$ cat src/rtl/prod_acc_pkg.sv
// Shared types and sizing for the product accumulator.
package prod_acc_pkg;
   localparam int unsigned ACC_W     = 24;
   localparam int unsigned CNT_W     = 8;
   localparam int unsigned NUM_BYTES = 3;
   localparam int unsigned BYTE_W    = 8;
   localparam int unsigned SEL_W     = 2;
   localparam int unsigned PROD_W    = 16;

   typedef enum logic {
      ACC,
      DRAIN
   } state_e;
endpackage

$ cat src/rtl/prod_acc_ser.sv
// Snapshot register and byte-at-a-time drain with a valid/ready handshake.
module prod_acc_ser
   import prod_acc_pkg::*;
#(
   parameter int unsigned ACC_W = prod_acc_pkg::ACC_W
) (
   input  logic              clk,
   input  logic              rst_n,
   input  logic              load,
   input  logic [ACC_W-1:0]  load_data,
   input  logic              byte_ready,
   output logic [BYTE_W-1:0] byte_out,
   output logic [SEL_W-1:0]  byte_sel,
   output logic              byte_valid,
   output logic              done_c
);
   localparam logic [SEL_W-1:0] LAST_SEL = SEL_W'(NUM_BYTES - 1);

   logic [ACC_W-1:0]  snap_q,  snap_d;
   logic [SEL_W-1:0]  sel_q,   sel_d;
   logic              valid_q, valid_d;
   logic [BYTE_W-1:0] out_q,   out_d;
   int unsigned       nxt_idx;

   always_comb begin
      snap_d  = snap_q;
      sel_d   = sel_q;
      valid_d = valid_q;
      out_d   = out_q;
      nxt_idx = 32'(sel_q) + 32'd1;
      done_c  = valid_q & byte_ready & (sel_q == LAST_SEL);
      if (load && !valid_q) begin
         snap_d  = load_data;
         sel_d   = '0;
         valid_d = 1'b1;
         out_d   = load_data[BYTE_W-1:0];
      end else if (valid_q && byte_ready) begin
         if (done_c) begin
            valid_d = 1'b0;
            sel_d   = '0;
            out_d   = '0;
         end else begin
            sel_d = sel_q + SEL_W'(1);
            // next byte is prepared here so byte_out stays a plain register
            out_d = BYTE_W'(snap_q >> (BYTE_W * nxt_idx));
         end
      end
   end

   always_ff @(posedge clk or negedge rst_n) begin
      if (!rst_n) begin
         snap_q  <= '0;
         sel_q   <= '0;
         valid_q <= 1'b0;
         out_q   <= '0;
      end else begin
         snap_q  <= snap_d;
         sel_q   <= sel_d;
         valid_q <= valid_d;
         out_q   <= out_d;
      end
   end

   assign byte_out   = out_q;
   assign byte_sel   = sel_q;
   assign byte_valid = valid_q;
endmodule

$ cat src/rtl/prod_accumulator.sv
// Sums 16-bit products into a wide accumulator and drains the result bytewise.
module prod_accumulator
   import prod_acc_pkg::*;
#(
   parameter int unsigned ACC_W = prod_acc_pkg::ACC_W,
   parameter int unsigned CNT_W = prod_acc_pkg::CNT_W
) (
   input  logic              clk,
   input  logic              rst_n,
   input  logic [7:0]        prod_low,
   input  logic [7:0]        prod_high,
   input  logic              prod_valid,
   output logic              prod_ready,
   input  logic              clear,
   input  logic              dump,
   output logic [7:0]        byte_out,
   output logic [1:0]        byte_sel,
   output logic              byte_valid,
   input  logic              byte_ready,
   output logic              overflow,
   output logic [CNT_W-1:0]  term_count,
   output logic              busy
);
   state_e            state_q, state_d;
   logic [ACC_W-1:0]  acc_q,   acc_d;
   logic              ovf_q,   ovf_d;
   logic [CNT_W-1:0]  cnt_q,   cnt_d;
   logic              busy_q,  busy_d;

   logic              hs;
   logic [ACC_W:0]    sum;
   logic [ACC_W-1:0]  prod_ext;
   logic [CNT_W-1:0]  cnt_inc;
   logic              snap_load;
   logic [ACC_W-1:0]  snap_data;
   logic              ser_done;

   assign prod_ready = ~busy_q;
   assign hs         = prod_valid & prod_ready;
   assign prod_ext   = ACC_W'({prod_high, prod_low});
   assign sum        = {1'b0, acc_q} + {1'b0, prod_ext};
   assign cnt_inc    = (cnt_q == {CNT_W{1'b1}}) ? cnt_q : cnt_q + CNT_W'(1);

   always_comb begin
      state_d   = state_q;
      acc_d     = acc_q;
      ovf_d     = ovf_q;
      cnt_d     = cnt_q;
      snap_load = 1'b0;
      snap_data = acc_q;
      unique case (state_q)
         ACC: begin
            if (dump) begin
               // dump wins over clear and captures a same-cycle product
               snap_load = 1'b1;
               snap_data = hs ? sum[ACC_W-1:0] : acc_q;
               acc_d     = '0;
               ovf_d     = 1'b0;
               cnt_d     = '0;
               state_d   = DRAIN;
            end else if (clear) begin
               acc_d = hs ? prod_ext : '0;
               ovf_d = 1'b0;
               cnt_d = hs ? CNT_W'(1) : '0;
            end else if (hs) begin
               acc_d = sum[ACC_W-1:0];
               ovf_d = ovf_q | sum[ACC_W];
               cnt_d = cnt_inc;
            end
         end
         DRAIN: begin
            if (ser_done) state_d = ACC;
         end
         default: state_d = ACC;
      endcase
      busy_d = (state_d == DRAIN);
   end

   always_ff @(posedge clk or negedge rst_n) begin
      if (!rst_n) begin
         state_q <= ACC;
         acc_q   <= '0;
         ovf_q   <= 1'b0;
         cnt_q   <= '0;
         busy_q  <= 1'b0;
      end else begin
         state_q <= state_d;
         acc_q   <= acc_d;
         ovf_q   <= ovf_d;
         cnt_q   <= cnt_d;
         busy_q  <= busy_d;
      end
   end

   prod_acc_ser #(.ACC_W(ACC_W)) u_ser (
      .clk        (clk),
      .rst_n      (rst_n),
      .load       (snap_load),
      .load_data  (snap_data),
      .byte_ready (byte_ready),
      .byte_out   (byte_out),
      .byte_sel   (byte_sel),
      .byte_valid (byte_valid),
      .done_c     (ser_done)
   );

   assign overflow   = ovf_q;
   assign term_count = cnt_q;
   assign busy       = busy_q;
endmodule

$ cat config.mk
export PLATFORM = sky130hd
export DESIGN_NAME = prod_accumulator
export DESIGN_NICKNAME = d
export VERILOG_FILES = /design/src/rtl/prod_acc_pkg.sv /design/src/rtl/prod_acc_ser.sv /design/src/rtl/prod_accumulator.sv
export SDC_FILE = /design/constraint.sdc
export NUM_CORES = 1
export LEC_CHECK = 0
export BUFFER_PORTS_ARGS = -buffer_cell sky130_fd_sc_hd__buf_2
export CAP_MARGIN = 10
export CELL_PAD_IN_SITES_DETAIL_PLACEMENT = 2
export CELL_PAD_IN_SITES_GLOBAL_PLACEMENT = 2
export CORE_MARGIN = 1.5
export CORE_UTILIZATION = 39
export CTS_CLUSTER_SIZE = 10
export DETAILED_ROUTE_END_ITERATION = 8
export GPL_TIMING_DRIVEN = 0
export PLACE_DENSITY = 0.88
export SLEW_MARGIN = 20
export SYNTH_ARGS = -nofsm -noshare
export SYNTH_HDL_FRONTEND = slang
export SYNTH_SLANG_ARGS = --single-unit
export TNS_END_PERCENT = 30
$ cat constraint.sdc
create_clock -name clk -period 5.85 [get_ports clk]
set_clock_uncertainty 0.2 [all_clocks]
set_input_delay 1.755 -clock clk [delete_from_list [all_inputs] [get_ports clk]]
set_output_delay 1.755 -clock clk [all_outputs]
set_load 0.01 [all_outputs]
### After elaboration in Yosys (flattened, before gate mapping)

Index checks and enable logic that the tools add are counted.

* register bits after elaboration: 69
* input port bits: 22

* add/subtract/negate cells: 4
* equal/unequal tests: 3
* shift-type cells: 1
* muxes and demuxes: 27
* bitwise logic cells: 5
* reduce and logical (&&, ||, !) cells: 9

Operator list (number)
* 2-to-1 mux 24 bit: 5
* 2-to-1 mux 8 bit: 7
* >> shifter 24 x 32 -> 8 bit: 1
* adder 24 x 16 -> 25 bit: 1
* 2-to-1 mux 16 bit: 1
* 2-to-1 mux 1 bit: 10
* adder 8 x 1 -> 8 bit (second input constant): 1
* equality test 8 bit (second input constant): 1
* 2-to-1 mux 2 bit: 3
* AND reduction 2 bit: 2
* nonzero test 2 bit: 2
* adder 2 x 1 -> 3 bit (second input constant): 1
* bitwise AND 1 bit: 3
* != test 3 bit (second input constant): 1
* AND reduction 3 bit: 1
* nonzero test 3 bit: 1
* adder 2 x 1 -> 2 bit (second input constant): 1
* equality test 2 bit (second input constant): 1
* logical AND 1 bit: 2
* one-hot mux 1 bit (2 select lines): 1
* zero test 1 bit: 1
* inverter 1 bit: 1
* bitwise OR 1 bit: 1

### Longest topological paths before layout

Gate-level depths: netlist of the first run.

* depth in word-level cells: 6
* mapped depth: 9
* mapped depth without buffers: 9

### By module

Synthesis of the first run repeated with hierarchy kept, for this count alone.

* cell total of the unflattened synthesis: 459
* area total of the unflattened synthesis: 4267.8 µm²

Modules (own cells, without submodules)
* prod_accumulator: instances 1, cells each 366, area each 2956.6 µm², seq. area each 850.8 µm²
* prod_acc_ser: instances 1, cells each 93, area each 1311.3 µm², seq. area each 675.6 µm²

### Worst setup path before layout of the first run

OpenSTA, ideal clock, no wires.

* path type: input -> register
* from: input prod_low[0]
* to: register acc_q[14]
* library setup time: 0.126 ns
* data arrival time: 3.591 ns
* path slack: 1.933 ns
* cell stages on the path: 8
* path buffers: 0
* path through: ha_1 -> fa_1 -> a21oi_1 -> o211a_1 -> o2bb2ai_2 -> a311o_1 -> xor2_1 -> a221o_1

* word-level cells in the longest chain between the ends: 4

RTL lines
* start, declared: RTL line prod_accumulator.sv:10 `input logic [7:0] prod_low,`
* adder 24 x 16 -> 25 bit: RTL line prod_accumulator.sv:41 `assign sum = {1'b0, acc_q} + {1'b0, prod_ext};`
* 2-to-1 mux 24 bit: RTL line prod_accumulator.sv:65 `end else if (hs) begin`
* 2-to-1 mux 24 bit: RTL line prod_accumulator.sv:61 `end else if (clear) begin`
* 2-to-1 mux 24 bit: RTL line prod_accumulator.sv:53 `if (dump) begin`
* end signal, assigned: RTL line prod_accumulator.sv:82 `acc_q <= '0;`
* end signal, assigned: RTL line prod_accumulator.sv:88 `acc_q <= acc_d;`
* end, declared: RTL line prod_accumulator.sv:25 `logic [ACC_W-1:0] acc_q, acc_d;`

Every way passes these cells.
A chain may end at the register's enable or synchronous reset.

### Worst setup path after layout of the first run

* from: input prod_low[0]
* to: register u_ser.snap_q[20]

* word-level cells in the longest chain between the ends: 4

RTL lines
* adder 24 x 16 -> 25 bit: RTL line prod_accumulator.sv:41
* 2-to-1 mux 24 bit
* 2-to-1 mux 24 bit: RTL line prod_accumulator.sv:53
* 2-to-1 mux 24 bit: RTL line prod_accumulator.sv:51 `unique case (state_q)`
* end signal, assigned: RTL line prod_acc_ser.sv:57 `snap_q <= snap_d;`
* end, declared: RTL line prod_acc_ser.sv:19 `logic [ACC_W-1:0] snap_q, snap_d;`

Every way passes these cells.

==> summary.txt, run 1 <==
================================================================================
Result of the run                                                   complete, no violations
WHS                                                                       302 ps
Synth async-reset ratio                                                     100%
Average wire per cell in the routed design                               24.3 um
Avg Synthesized Cell Area                                               9.01 um2
Post-detailed-routing wire length                                      15,300 um
Number of vias per cell after detailed routing                              5.99
Startpoint class of the critical path                                 input port
Sum of negative setup slack                                                 0 ps
Post-synthesis cell type with the largest combined area             sky130_fd_sc_hd__dfrtp_1
TritonCTS clock tree                                                        done
Horiz. Die Dim                                                            104 um
CP Max Fanout                                                                  5
Worst vdd ir                                                            0.173 mV
Dpl hpwl                                                               10,600 um
Count leader, synth                                                 sky130_fd_sc_hd__dfrtp_1
# diodes                                                                       0
Most common library cells after synthesis                           61 x sky130_fd_sc_hd__dfrtp_1, 60 x sky130_fd_sc_hd__nand2_1, 44 x sky130_fd_sc_hd__nor2_1, 39 x sky130_fd_sc_hd__a21oi_1, 25 x sky130_fd_sc_hd__o21ai_0
Max-slew headroom                                                          47.8%
First-pass GRT wire length                                             24,300 um
Worst slew pin tran                                                       774 ps
Area of the die                                                       10,700 um2
H-tree depth reported by CTS                                                   3
Clock network latency to the later pin of the worst-skew pair             360 ps
Share of cells above drive strength 1                                      17.7%
Unrepaired setup endpoints after global routing                            false
CTS-repair resized insts                                                       0
Count of unique library cells instantiated by Yosys                           60
Warning count from the yosys run                                               0
Root Buffer                                                         sky130_fd_sc_hd__clkbuf_8
Cell types with the largest area share after synthesis              sky130_fd_sc_hd__dfrtp_1 39%, sky130_fd_sc_hd__nand2_1 5.7%, sky130_fd_sc_hd__ha_1 5.4%
Leakage dissipation                                                      2.08 nW
Slew Viols, Final                                                              0
Post-route clock period utilization                                        71.5%
TritonRoute pass-1 iters                                                       4
Clock net sink count                                                          61
Maximum buffer depth of the clock tree                                         2
CP Data Arrival Time                                                     4180 ps
Fmax                                                                   0.239 GHz
Remaining antenna violation count                                              0
RD Place Congestion                                                        0.818
Maximum number of pins on one net before global-route repair                  49
Count of input and output buffers                                             42
Endpoint kind of the worst setup timing path                                flop
TritonCTS Buffers                                                              9
Setup fix buffers added after clock tree synthesis                             0
Clk slew on worst S/H paths                                                80 ps
# hold bufs at CTS                                                             0
Area share of the largest cell type after synthesis                        38.7%
Area growth, synth to finish                                               14.9%
Filler cell count in the final layout                                      1,081
Height of the die                                                         104 um
Nets in the synthesized netlist                                              478
Number of enable-type register cells in the synthesized netlist                0
Post-synthesis instance area                                            3950 um2
Class of the worst hold path                                          reg -> reg
Placement Rows                                                                36
Final hold violation count                                                     0
Final routed DRC violation total                                               0
Max capacitance violation total                                                0
Synthesized netlist cell count                                               438
Minimum clock period after layout                                        4180 ps
Total power divided by cell area                                      443 nW/um2
GRT Util Overall                                                           29.5%
Final setup fails                                                              0
Most common flop cell mapped by yosys                               sky130_fd_sc_hd__dfrtp_1
Core area                                                               9770 um2
Number of antenna violations at the first check in global routing              0
Number of placed I/O pins                                                     44
#FFs+latches synth                                                            61
Vias after detailed routing                                                3,770
Total congestion overflow                                                      0
Critical path required time                                              5850 ps
Iteration-0 DRC count of the detailed router                                 167
Sequential share of the synthesized area                                   38.7%
Post-layout power                                                        2.01 mW
Layout net count                                                             532
Type of the worst setup path                                           in -> reg
Vias in the first global route                                             4,298
Initial Utilization                                                        40.4%
================================================================================
## placed cells by master, fill, tap and decap left out, drive strengths merged, types with 2 or more instances in the layout
| master | instances |
|---|---|
| inv | 8 |
| a21boi | 2 |
| a31oi | 5 |
| mux2 | 2 |
| nor2 | 44 |
| nand3 | 13 |
| nand2 | 60 |
| ha | 17 |
| xnor2 | 8 |
| nand4 | 3 |
| mux2i | 15 |
| xor2 | 18 |
| a22oi | 8 |
| dfrtp | 61 |
| a21o | 10 |
| nor2b | 2 |
| a21oi | 40 |
| nand2b | 2 |
| clkbuf | 26 |
| or3 | 3 |
| a221o | 6 |
| a221oi | 2 |
| o21ai | 36 |
| buf | 48 |
| o211ai | 6 |
| o221ai | 7 |
| nor3 | 9 |
| and3 | 12 |
| o41ai | 2 |
| o31ai | 3 |
| and2 | 2 |
| clkinv | 3 |
## flip-flops by register name, summed over array words and instances (netlist names)
| register | flops |
|---|---|
| acc_q | 24 |
| u_ser.snap_q | 16 |
| term_count | 8 |
| u_ser.byte_out | 8 |
| u_ser.byte_sel | 2 |
| busy | 1 |
| overflow | 1 |
| u_ser.byte_valid | 1 |
## stage by stage
step	std cells	instance area (um2)	utilization [%]	worst slack [ps]
final	629	4530	46.4	1670
after global routing	629	4530	46.4	1620
after CTS	629	4530	46.4	1720
after detailed placement	614	4350	44.5	1470
after global placement	613	4320	44.2	1490
after floorplan	438	3950	-	1930
## logic make-up after synthesis
| logic type | after synthesis | synth area share, % |
|---|---|---|
| AO/OA/AOI/OAI | 133 | 23.4 |
| XOR/XNOR | 26 | 5.77 |
| adder cells (fa/ha/maj) | 18 | 5.90 |
| buffers and inverters | 29 | 4.22 |
| flip-flops | 61 | 38.7 |
| multiplexers | 17 | 4.38 |
| AND/OR/NAND/NOR | 154 | 17.7 |
## critical path, cell delays in order
cell	delay, ps
sky130_fd_sc_hd__buf_2	110
sky130_fd_sc_hd__ha_1	220
sky130_fd_sc_hd__fa_1	450
sky130_fd_sc_hd__a21oi_1	220
sky130_fd_sc_hd__o211a_1	190
sky130_fd_sc_hd__o2bb2ai_2	140
sky130_fd_sc_hd__a221oi_2	570
sky130_fd_sc_hd__nor3_2	130
sky130_fd_sc_hd__xnor2_1	230
sky130_fd_sc_hd__o21ai_1	150
## worst paths after layout
check | slack, ps | end | cells past startpoint | from
min in group asynchronous | 1040 | busy | 1 | rst_n
worst min register to register | 300 | u_ser.snap_q[16] | 2 | u_ser.snap_q[16]
worst max register to register | 2770 | u_ser.snap_q[20] | 9 | acc_q[0]
worst min-delay path | 300 | u_ser.snap_q[16] | 2 | u_ser.snap_q[16]
worst max-delay path | 1670 | u_ser.snap_q[20] | 10 | prod_low[0]
max in group asynchronous | 3880 | u_ser.snap_q[15] | 2 | rst_n
## routing by layer
layer,GRT usage [%],up-vias,routed length (um)
li1,-,1684,-
met1,35.4,1945,6180
met2,52.4,103,7830
met3,5.16,38,774
met4,11.9,0,501
met5,0,-,0
## layout make-up
type / instances / area [um2] / area share [%]
multi-input combinational: 348 / 2250 / 49.7
sequential: 61 / 1530 / 33.7
timing repair buffer: 43 / 240 / 5.30
tap: 133 / 166 / 3.67
buffer: 21 / 136 / 3.01
clock buffer: 10 / 128 / 2.82
clock inverter: 5 / 52.6 / 1.16
inverter: 8 / 30.0 / 0.662
## power breakdown
group | total (mW) | internal (mW) | leakage [nW] | switching [mW]
clock network | 0.381 | 0.192 | 0.0919 | 0.189
registers | 0.661 | 0.540 | 0.809 | 0.121
logic | 0.967 | 0.363 | 1.18 | 0.604
total | 2.01 | 1.10 | 2.08 | 0.914
Note: power is estimated with default switching activity, not from simulation.
==> inputs of run 2 (changes only) <==
--- a/config.mk
+++ b/config.mk
@@ -10,11 +10,11 @@
 export CELL_PAD_IN_SITES_DETAIL_PLACEMENT = 2
 export CELL_PAD_IN_SITES_GLOBAL_PLACEMENT = 2
 export CORE_MARGIN = 1.5
-export CORE_UTILIZATION = 39
+export CORE_UTILIZATION = 33
 export CTS_CLUSTER_SIZE = 10
 export DETAILED_ROUTE_END_ITERATION = 8
 export GPL_TIMING_DRIVEN = 0
-export PLACE_DENSITY = 0.88
+export PLACE_DENSITY = 0.79
 export SLEW_MARGIN = 20
 export SYNTH_ARGS = -nofsm -noshare
 export SYNTH_HDL_FRONTEND = slang
==> constraint.sdc (replaced) <==
create_clock -name clk -period 3.4 [get_ports clk]
set_clock_uncertainty 0.2 [all_clocks]
set_input_delay 1.02 -clock clk [delete_from_list [all_inputs] [get_ports clk]]
set_output_delay 1.02 -clock clk [all_outputs]
set_load 0.01 [all_outputs]
==> run 2 against run 1 <==
  * The flow now finishes with violations (DRC)
  * Sequential power rose by 72%
  * Cell area rose by 2.7%
  * Via count fell by 2.5%
  * Critical path depth did not move
  * Register-to-register slack got worse by 2300 ps
  * Worst hold slack got worse by 12 ps
  * Core utilization fell by 5.9 points
  * Sequential share of layout area fell by 0.89 points
  * Die area rose by 18%
  * Total power rose by 82%
  * Clock-buffer cell count rose by 4
  * Largest power group unchanged
==> summary.txt, run 2 (same netlist as run 1, synthesis figures left out) <==
======================================================================================
Result of the run                                                         complete, but fails checks
Violations in the final reports                                                    DRC
Share of cells above drive strength 1                                            17.5%   -0.20 points
Number of placed I/O pins                                                           44   unchanged
Critical path required time                                                    3400 ps   -2450 ps
Post-detailed-routing wire length                                            14,300 um   -6.7%
Fmax                                                                         0.305 GHz
Switching Fraction                                                               42.4%   -3.1 points
Initial Utilization                                                              34.3%   -6.1 points
Iteration-0 DRC count of the detailed router                                       196   +17%
Final hold violation count                                                           0   unchanged
Class of the worst hold path                                                reg -> reg
Slew Viols, Final                                                                    0   unchanged
Relative contribution of sequential cells to total power                         31.0%   -1.9 points
Family with the most delay on the worst path                              compound AO/OA/AOI/OAI gates
Maximum number of pins on one net before global-route repair                        42   -14%
Post-route clock period utilization                                              96.6%
Worst slew pin tran                                                             928 ps   +154 ps
Final routed DRC violation total                                                     4   +4
Clk slew on worst S/H paths                                                      50 ps   -30 ps
Crit-path max cell delay                                                        450 ps   -120 ps
Layout net count                                                                   532   unchanged
Total congestion overflow                                                            0   unchanged
Dpl hpwl                                                                     10,400 um   -1.8%
Height of the die                                                               112 um   +8.5%
TritonCTS clock tree                                                              done
Vias after detailed routing                                                      3,674   -2.5%
GRT Util Overall                                                                 24.2%   -5.4 points
Setup fix buffers added after clock tree synthesis                                   0   unchanged
TritonRoute pass-1 iters                                                             9   +5
Max capacitance violation total                                                      0   unchanged
P_sw                                                                           1.55 mW   +70%
Type of the worst setup path                                                 in -> reg
Remaining antenna violation count                                                    0   unchanged
H-tree depth reported by CTS                                                         3   unchanged
Number of flip-flops in the largest register                                        24   unchanged
Leakage dissipation                                                            2.13 nW   +2.3%
Placed cell area                                                              4370 um2   +0.29%
Clock network latency to the later pin of the worst-skew pair                   340 ps   -20 ps
Internal Power                                                                 2.11 mW   +93%
First-pass GRT wire length                                                   23,100 um   -4.9%
Number of vias per cell after detailed routing                                    5.75   -4.1%
Root Buffer                                                               sky130_fd_sc_hd__clkbuf_16
Library cell contributing the largest single delay on the critical path   sky130_fd_sc_hd__fa_1
Filler cell count in the final layout                                            1,271   +18%
Portion of total power attributed to combinational logic                         44.8%   -3.3 points
Part of the total power dissipated in the clock network                          24.1%   +5.1 points
Final setup fails                                                                    0   unchanged
Number of standard cells in the final layout excluding fillers                     639   +1.6%
R2R depth                                                                            9   unchanged
Critical path depth in cells                                                        10   unchanged
Most used cells in the layout excluding fill and tap cells                61 x sky130_fd_sc_hd__dfrtp_1, 60 x sky130_fd_sc_hd__nand2_1, 44 x sky130_fd_sc_hd__nor2_1
Placement Rows                                                                      39   +8.3%
Unrepaired setup endpoints after global routing                                  false
RD Place Congestion                                                              0.772   -5.6%
Post-layout power                                                              3.66 mW   +82%
Endpoint kind of the worst setup timing path                                      flop
Clock net sink count                                                                61   unchanged
Maximum buffer depth of the clock tree                                               2   unchanged
Reg with most FFs                                                                acc_q
Hold depth                                                                           2   unchanged
Cell Chain, Critical Path                                                 buf_2, ha_1, fa_1, a21oi_1, o211a_1, o2bb2ai_2, a221oi_4, nor3_2, xnor2_1, o21ai_1
Horiz. Die Dim                                                                  112 um   +8.5%
Area growth, synth to finish                                                     18.0%
Max-slew headroom                                                                37.5%   -10 points
Average wire per cell in the routed design                                     22.3 um   -8.1%
Area of the die                                                             12,600 um2   +18%
Largest registers                                                         acc_q (24), u_ser.snap_q (16)
CP Data Arrival Time                                                           3280 ps   -900 ps
Minimum clock period after layout                                              3280 ps
CP Max Fanout                                                                        5   unchanged
Count of input and output buffers                                                   42   unchanged
Cells after DPL                                                                    624   +1.6%
# diodes                                                                             0   unchanged
Startpoint class of the critical path                                       input port
Number of antenna violations at the first check in global routing                    0   unchanged
TritonCTS Buffers                                                                    9   unchanged
Final cell area excluding filler cells                                        4660 um2   +2.7%
Core area                                                                   11,500 um2   +18%
CP bufs+invs                                                                         1   unchanged
Vias in the first global route                                                   4,085   -5.0%
Worst vdd ir                                                                  0.257 mV   +48%
Most common library cell in the layout ignoring fill and taps             sky130_fd_sc_hd__dfrtp_1
Total power divided by cell area                                            786 nW/um2   +77%
======================================================================================
==> run 2: power groups by stage <==
stage | Clock [mW] | Combinational (mW) | Sequential (mW)
floorplan | 0 | 1.09 | 1.10
global placement | 0 | 1.51 | 1.12
detailed placement | 0 | 1.60 | 1.14
CTS | 0.894 | 1.63 | 1.13
global route | 0.925 | 1.80 | 1.16
finish | 0.884 | 1.64 | 1.14
==> run 2: worst paths after layout <==
| path | start | to | slack [ps] |
|---|---|---|---|
| max | prod_low[0] | u_ser.snap_q[20] | 120 |
| min | u_ser.snap_q[23] | u_ser.snap_q[23] | 290 |
| max reg2reg | acc_q[0] | u_ser.snap_q[20] | 510 |
| min reg2reg | u_ser.snap_q[23] | u_ser.snap_q[23] | 290 |
| max in group asynchronous | rst_n | term_count[6] | 2090 |
| min in group asynchronous | rst_n | acc_q[5] | 380 |
==> run 2: metal layers <==
layer  GRT usage, %  part of all wire (%)
met5              0                     0
met4           8.44                   2.5
met3           4.37                   3.0
met2           41.9                    50
met1           30.3                    45
==> run 2: what timing repair did <==
action | in CTS | in global routing
hold buffers | 0 | 0
gates resized for setup | 0 | 1
setup endpoints to repair | 0 | 3
==> run 2: metrics by stage <==
stage | setup TNS [ps] | utilization, % | worst slack (ps) | hold slack [ps]
after CTS | 0 | 40.3 | 4.71 | 293
after detailed placement | -1720 | 37.9 | -306 | 280
after floorplan | 0 | - | 218 | 244
after global placement | -1070 | 37.6 | -254 | 266
after global routing | 0 | 40.4 | 9.56 | 331
final | 0 | 40.4 | 117 | 289
==> run 2: worst register-to-register path, stage by stage, from the launching register on <==
cell and delay (ps):
sky130_fd_sc_hd__dfrtp_1 400, sky130_fd_sc_hd__ha_1 220, sky130_fd_sc_hd__fa_1 450, sky130_fd_sc_hd__a21oi_1 210, sky130_fd_sc_hd__o211a_1 190, sky130_fd_sc_hd__o2bb2ai_2 170
sky130_fd_sc_hd__a221oi_4 460, sky130_fd_sc_hd__nor3_2 110, sky130_fd_sc_hd__xnor2_1 250, sky130_fd_sc_hd__o21ai_1 90
==> run 2: final cells by class <==
class / instances / area, um2 / share of cell area (%)
Multi-Input combinational cell: 348 / 2260 / 48.6
Sequential cell: 61 / 1530 / 32.8
Clock buffer: 14 / 274 / 5.89
Timing Repair Buffer: 43 / 240 / 5.16
Tap cell: 143 / 179 / 3.84
Buffer: 21 / 136 / 2.93
Inverter: 8 / 30.0 / 0.645
Clock inverter: 1 / 5.00 / 0.107
